===== src/rtl/display_interval_timer.sv =====
// Interval timer for the text-display path: prescaled tick counter with
// one-shot / periodic modes, pause, abort, restart and remaining readout.
module display_interval_timer #(
    parameter int WIDTH         = 16,
    parameter int PRESCALE      = 1,
    parameter int DEFAULT_COUNT = 2000
) (
    input  logic             clk,
    input  logic             reset,
    input  logic             enable,
    input  logic             start,
    input  logic             stop,
    input  logic             mode,
    input  logic [WIDTH-1:0] load_value,
    output logic             done,
    output logic             busy,
    output logic             expired,
    output logic [WIDTH-1:0] remaining
);

    localparam int PW = (PRESCALE > 1) ? $clog2(PRESCALE) : 1;

    localparam logic [1:0] S_IDLE = 2'd0;
    localparam logic [1:0] S_RUN  = 2'd1;
    localparam logic [1:0] S_EXP  = 2'd2;

    localparam logic [PW-1:0]    PRE_MAX = PW'(PRESCALE - 1);
    localparam logic [WIDTH-1:0] DEF_P   = WIDTH'(DEFAULT_COUNT);

    logic [1:0]       state_q, state_d;
    logic [PW-1:0]    presc_q, presc_d;
    logic [WIDTH-1:0] rem_q, rem_d;
    logic [WIDTH-1:0] period_q, period_d;
    logic             mode_q, mode_d;
    logic             done_q, done_d;
    logic             busy_q, expired_q;

    always_comb begin
        state_d  = state_q;
        presc_d  = presc_q;
        rem_d    = rem_q;
        period_d = period_q;
        mode_d   = mode_q;
        done_d   = 1'b0;
        if (stop) begin
            state_d = S_IDLE;
            rem_d   = '0;
            presc_d = '0;
        end else if (start) begin
            period_d = (load_value == '0) ? DEF_P : load_value;
            mode_d   = mode;
            rem_d    = (load_value == '0) ? DEF_P : load_value;
            presc_d  = '0;
            state_d  = S_RUN;
        end else if (state_q == S_RUN && enable) begin
            if (presc_q == PRE_MAX) begin
                presc_d = '0;
                if (rem_q > WIDTH'(1)) begin
                    rem_d = rem_q - WIDTH'(1);
                end else begin
                    // terminal tick: reload from latched period or finish
                    done_d = 1'b1;
                    if (mode_q) begin
                        rem_d = period_q;
                    end else begin
                        rem_d   = '0;
                        state_d = S_EXP;
                    end
                end
            end else begin
                presc_d = presc_q + PW'(1);
            end
        end
    end

    always_ff @(posedge clk) begin
        if (reset) begin
            state_q   <= S_IDLE;
            presc_q   <= '0;
            rem_q     <= '0;
            period_q  <= '0;
            mode_q    <= 1'b0;
            done_q    <= 1'b0;
            busy_q    <= 1'b0;
            expired_q <= 1'b0;
        end else begin
            state_q   <= state_d;
            presc_q   <= presc_d;
            rem_q     <= rem_d;
            period_q  <= period_d;
            mode_q    <= mode_d;
            done_q    <= done_d;
            busy_q    <= (state_d == S_RUN);
            expired_q <= (state_d == S_EXP);
        end
    end

    assign done      = done_q;
    assign busy      = busy_q;
    assign expired   = expired_q;
    assign remaining = rem_q;

endmodule

===== config.mk =====
export PLATFORM = sky130hd
export DESIGN_NAME = display_interval_timer
export DESIGN_NICKNAME = d
export VERILOG_FILES = /design/src/rtl/display_interval_timer.sv
export SDC_FILE = /design/constraint.sdc
export NUM_CORES = 1
export LEC_CHECK = 0
export ABC_AREA = 0
export CAP_MARGIN = 10
export CORE_ASPECT_RATIO = 0.75
export CORE_MARGIN = 2
export CORE_UTILIZATION = 55
export DETAILED_ROUTE_END_ITERATION = 8
export DONT_BUFFER_PORTS = 1
export HOLD_SLACK_MARGIN = 0.12
export PLACE_DENSITY = 0.75
export SYNTH_ARGS = -nofsm -noshare
export SYNTH_HDL_FRONTEND = slang
export SYNTH_SLANG_ARGS = --single-unit
export TNS_END_PERCENT = 20

===== constraint.sdc =====
create_clock -name clk -period 2.1 [get_ports clk]
set_input_delay 0.21 -clock clk [delete_from_list [all_inputs] [get_ports clk]]
set_output_delay 0.21 -clock clk [all_outputs]
set_load 0.01 [all_outputs]

==> results.toml, run 1 <==
[timing]
post-route-min-period_ns = 2.13
finalClockSkew_ns = 0.00639
holdWs_ns = 0.116
final_hold_viol_count = 0
tightest_slew_ns = 0.654
max_slew_margin_pct = 56.3
drv_slew = 0
fin_ws_ns = -0.0322
min_period_over_period_pct = 102
max_freq_mhz = 469
finalSetupViolations = 1

[placed_design]
place_congestion = 0.934
post-place-ws_ns = -0.0276
dp.final_hpwl_mm = 4.83
placed_cell_area_um2 = 2270
numPortBuffers = 0

[worst_setup_path]
crit_type = "reg2reg"
worstSetupEndpointType = "register"
reg2reg_from = "remaining[2]"
r2r-end = "remaining[2]"
cp.required_ns = 2.24
startpoint_type = "register"
crit_path_max_incr_delay_ns = 0.56
path_cells = "or4_4 > nor4b_4 > buf_6 > a21o_1 > a211oi_1 > a2111oi_1"
cpMaxStageDelayCell = "or4_4"
cp_max_fo = 7
r2r_slack_ns = -0.03
crit_path_start = "remaining[2]"
worstPathArrival_ns = 2.27
r2r_cells = 6

[synthesis]
synth_area_leaders = "dfxtp_1, nand2_1, a21oi_1"
synth_top_flop_cell = "dfxtp_1"
synthesis.area_um2 = 2130
syn_area_per_cell_um2 = 7.65
synth.most_common_cell = "nand2_1"
synthArstFlopShare_pct = 0
synth.top_cell.area_share_pct = 35.7
ys_warn_count = 0
synth_largest_area_cell = "dfxtp_1"
synth_nets = 303
ys_ff_latch = 38
synth-edff-count = 0
ys_seq_area_share_pct = 35.7
ys_types = 49
syn_inst = 279
synthTopCellsByCount = "nand2_1, dfxtp_1, a21oi_1, nor2_1"

[clock_network]
clk_latency_ns = 0.29
numCtsBuffers = 5
clock-sinks = 38
root_buffer = "clkbuf_8"
clockBufferDepth = 2
clk_pin_slew_worst_paths_ns = 0.08
htree_levels = 2
tritoncts = "yes"

[power_and_ir_drop]
powerDensity_nw_per_um2 = 775
peakVddDrop_mv = 0.562
power.leakage_nw = 0.953

[routing]
first_pass_iters = 6
viasPerCell = 6.50
wl_per_cell_um = 20.0
drc = 0
dr_total_vias = 2300
totalWireLength_mm = 7.09
drtAntennaViolNets = 0
drt_iter0_drc = 370

[outcome]
violations = "setup timing"
status = "finished, violations left"

[finish]
utilization_pct = 69.9
syn_to_final_growth_pct = 20.8
num-nets-final = 325
fin_area_um2 = 2580
drive_above_1_share_pct = 14.6
n_antenna_cell = 0
nFillCells = 307

[floorplan]
dieArea_um2 = 4400
core-area_um2 = 3680
rows = 19
die_y_um = 57.9
start_util_pct = 57.9
ioPinCount = 41
die_w_um = 75.9

[min_path]
min_delay_path_depth = 2
hold_path.class = "in2reg"
hold_path_end = "period_q[9]"
min_from = "load_value[9]"

[global_route]
grt_max_degree = 30
grt_pass1_vias = 2156
grt.total_usage_pct = 32.6
grt_pass1_wl_mm = 11.1
overflow = 0
antenna_found_initial = 0

[flow_run]
maxCapViolations = 0
## registers in the layout, indices dropped and copies added, names as in the netlist
| register | flops |
|---|---|
| busy | 1 |
| expired | 1 |
| remaining | 16 |
| state_q | 2 |
| done | 1 |
| mode_q | 1 |
| period_q | 16 |
## how the worst max path moves through the flow
stage / endpoint / cells past startpoint / slack, ns
6_report: remaining[2] / 6 / -0.03
5_1_grt: remaining[2] / 6 / -0.16
4_1_cts: remaining[0] / 6 / 0.003
3_5_place_dp: remaining[3] / 5 / -0.03
3_3_place_gp: remaining[0] / 6 / 0.08
2_1_floorplan: remaining[5] / 9 / 0.04
## cells in the final DEF (no fill, tap or decap), types with 2 or more instances in the layout
master	count
nand2_1	45
dfxtp_1	38
a21oi_1	26
nor2_1	23
buf_4	20
dlygate4sd3_1	14
nand3_1	12
nor3_1	10
o21ai_0	10
nand4_1	7
a211oi_1	6
a31oi_1	6
nor4_1	6
clkbuf_8	6
inv_1	5
nand2b_1	5
xnor2_1	5
o2bb2ai_1	4
nor2b_1	3
nor4_2	3
o31ai_1	3
o311ai_0	3
mux2_2	3
a32o_1	2
or2_2	2
xor2_1	2
and2_1	2
mux2i_1	2
o211ai_1	2
ha_1	2
bufinv_16	2
buf_6	2
## kinds of logic after synthesis
| logic type | synth area share [%] |
|---|---|
| AND/OR/NAND/NOR | 30.8 |
| adder cells (fa/ha/maj) | 1.17 |
| XOR/XNOR | 2.87 |
| multiplexers | 2.52 |
| flip-flops | 35.7 |
| buffers and inverters | 5.28 |
| AO/OA/AOI/OAI | 21.7 |
## critical path, delay by kind of cell, from the launching register on
| family | cells | cell delay, ns |
|---|---|---|
| AOI/OAI and AO/OA | 3 | 0.65 |
| buffers and inverters | 1 | 0.16 |
| DFF | 1 | 0.32 |
| and+or+nand+nor | 2 | 0.85 |
## cell type report
cell class | count | area, um^2 | area share, %
flip-flops and latches | 38 | 761 | 29.5
repair buffers | 36 | 313 | 12.1
well taps | 52 | 65.1 | 2.52
clock inverters | 2 | 60.1 | 2.33
inverters | 5 | 18.8 | 0.728
clock buffers | 6 | 82.6 | 3.20
multi-input cells | 215 | 1280 | 49.6
## metal layers
layer  global-route usage (%)  vias up  share of wire (%)
met4                     12.2        0                2.5
li1                         -     1046                  -
met2                     49.9      151                 43
met1                     43.6     1082                 41
met3                     10.7       21                 13
met5                        0        -                  0
## what timing repair did
| action | CTS | global route |
|---|---|---|
| endpoints found under the setup margin | 3 | 10 |
| hold buffers | 14 | 0 |
| hold endpoints to repair | 26 | 0 |
| pin swaps | 0 | 1 |
| gates resized for setup | 2 | 6 |
| setup buffers | 0 | 1 |
## where the power goes
part,switching (W),total (W),leakage (nW),internal (W)
logic,0.000243,0.000437,0.571,0.000194
clock network,0.000267,0.000774,0.0714,0.000507
registers,0.0000327,0.000785,0.311,0.000753
## stage by stage
step	setup TNS, ns	total power, W	std cells
3_5_place_dp	-0.0403	0.00117	331
5_1_grt	-0.155	0.00207	354
3_3_place_gp	0	0.00116	331
2_1_floorplan	0	0.00108	279
4_1_cts	0	0.00197	353
6_report	-0.0322	0.00200	354
(Power assumes the default switching activity.)
==> inputs of run 2 (changes only) <==
--- a/config.mk
+++ b/config.mk
@@ -17,4 +17,3 @@
 export SYNTH_ARGS = -nofsm -noshare
 export SYNTH_HDL_FRONTEND = slang
 export SYNTH_SLANG_ARGS = --single-unit
-export TNS_END_PERCENT = 20
==> run 2 against run 1 <==
Effect of this change:
- the run still ends with setup timing left
- register-to-register slack about the same
- sequential cell count unchanged
- final cell count increased by 0.28%
- critical path type unchanged
==> results.toml, run 2 (synthesized netlist as in run 1, its figures left out) <==
[outcome]
status = "finished, violations left"
violations = "setup timing"

[min_path]
hold_path_end = "period_q[9]"
min_from = "load_value[9]"
min_delay_path_depth = 2
hold_path.class = "in2reg"

[global_route]
grt_util_met1_pct = 43.6
use_met3_pct = 10.7
grt.total_usage_pct = 32.6
grt_pass1_wl_mm = 11.1
overflow = 0
gr-usage-met2_pct = 49.9
antenna_found_initial = 0
grt_max_degree = 30
grt.busiest_layer = "met2"
grt_pass1_vias = 2156

[floorplan]
rows = 19
die_y_um = 57.9
start_util_pct = 57.9
dieArea_um2 = 4400
die_w_um = 75.9
ioPinCount = 41
core-area_um2 = 3680

[worst_setup_path]
startpoint_type = "register"
reg2reg_from = "remaining[2]"
worstPathArrival_ns = 2.29
r2r_cells = 6
worstSetupEndpointType = "register"
r2r_slack_ns = -0.05
crit_type = "reg2reg"
r2r-end = "remaining[2]"
cp_max_fo = 7
cp.required_ns = 2.24

[routing]
wl_per_cell_um = 19.9
drtAntennaViolNets = 0
drt_iter0_drc = 398
dr_total_vias = 2339
drc = 0
first_pass_iters = 6
totalWireLength_mm = 7.07
viasPerCell = 6.59

[clock_network]
root_buffer = "clkbuf_8"
htree_levels = 2
numCtsBuffers = 5
clockBufferDepth = 2
clock-sinks = 38
clk_pin_slew_worst_paths_ns = 0.08
tritoncts = "yes"
clk_latency_ns = 0.29

[timing]
drv_slew = 0
tightest_slew_ns = 0.661
min_period_over_period_pct = 102
post-route-min-period_ns = 2.15
finalSetupViolations = 1
max_freq_mhz = 466
finalClockSkew_ns = 0.00482
fin_ws_ns = -0.0467
max_slew_margin_pct = 55.8
final_hold_viol_count = 0

[finish]
drive_above_1_share_pct = 14.9
utilization_pct = 70.2
final_cell_mix = "nand2_1, dfxtp_1, a21oi_1"
num-nets-final = 326
layout_commonest_cell = "nand2_1"
syn_to_final_growth_pct = 21.2
n_antenna_cell = 0

[flow_run]
maxCapViolations = 0

[placed_design]
place_congestion = 0.934
numPortBuffers = 0
post-place-ws_ns = -0.0276
dp.final_hpwl_mm = 4.83

[power_and_ir_drop]
peakVddDrop_mv = 0.557
power.leakage_nw = 0.958
power_w = 0.00200
powerDensity_nw_per_um2 = 775
## run 2: cell count changes in the layout (fill, tap and decap cells not counted)
cell / change
buf_4: +1
## run 2: cell type report
cell class,count,area [um^2]
Clock buffer,6,82.6
Inverter,5,18.8
Fill cell,305,1100
Sequential cell,38,761
Tap cell,52,65.1
Clock inverter,2,60.1
Timing Repair Buffer,37,320
Multi-Input combinational cell,215,1280
## run 2: worst max path at each step
stage,from,end,depth (start not counted)
after global routing,remaining[2],remaining[2],6
after floorplan,remaining[0],remaining[5],9
final,remaining[2],remaining[2],6
after CTS,remaining[2],remaining[0],6
after detailed placement,remaining[2],remaining[3],5
after global placement,remaining[2],remaining[0],6
## run 2: stage by stage
step | instance area, um^2 | std cells | setup TNS (ns) | hold slack [ns]
3_3_place_gp | 2270 | 331 | 0 | 0.282
5_1_grt | 2580 | 355 | -0.163 | 0.151
4_1_cts | 2550 | 353 | 0 | 0.126
2_1_floorplan | 2140 | 279 | 0 | 0.346
3_5_place_dp | 2270 | 331 | -0.0403 | 0.284
6_report | 2580 | 355 | -0.0467 | 0.118
## run 2: worst max-delay path: stages, from the launching register on
cell and delay (ns):
dfxtp_1 0.32, or4_4 0.56, nor4b_4 0.29, buf_6 0.17, a21o_1 0.11, a211oi_1 0.08, a2111oi_1 0.47
## run 2: report_power, final
group	internal, W	switching (W)
clock network	0.000507	0.000269
registers	0.000753	0.0000324
logic	0.000198	0.000244
total	0.00146	0.000545
## run 2: repair_timing
item | in CTS | in global routing
setup buffers | 0 | 2
hold buffers | 14 | 0
pin swaps | 0 | 1
setup endpoints to repair | 3 | 10
hold endpoints to repair | 26 | 0
gates resized for setup | 2 | 6
## run 2: layer usage
layer / wire length (um) / vias to the layer above
met5: 0 / -
li1: - / 1048
met1: 2740 / 1092
met3: 1050 / 17
met4: 150 / 0
met2: 3130 / 182
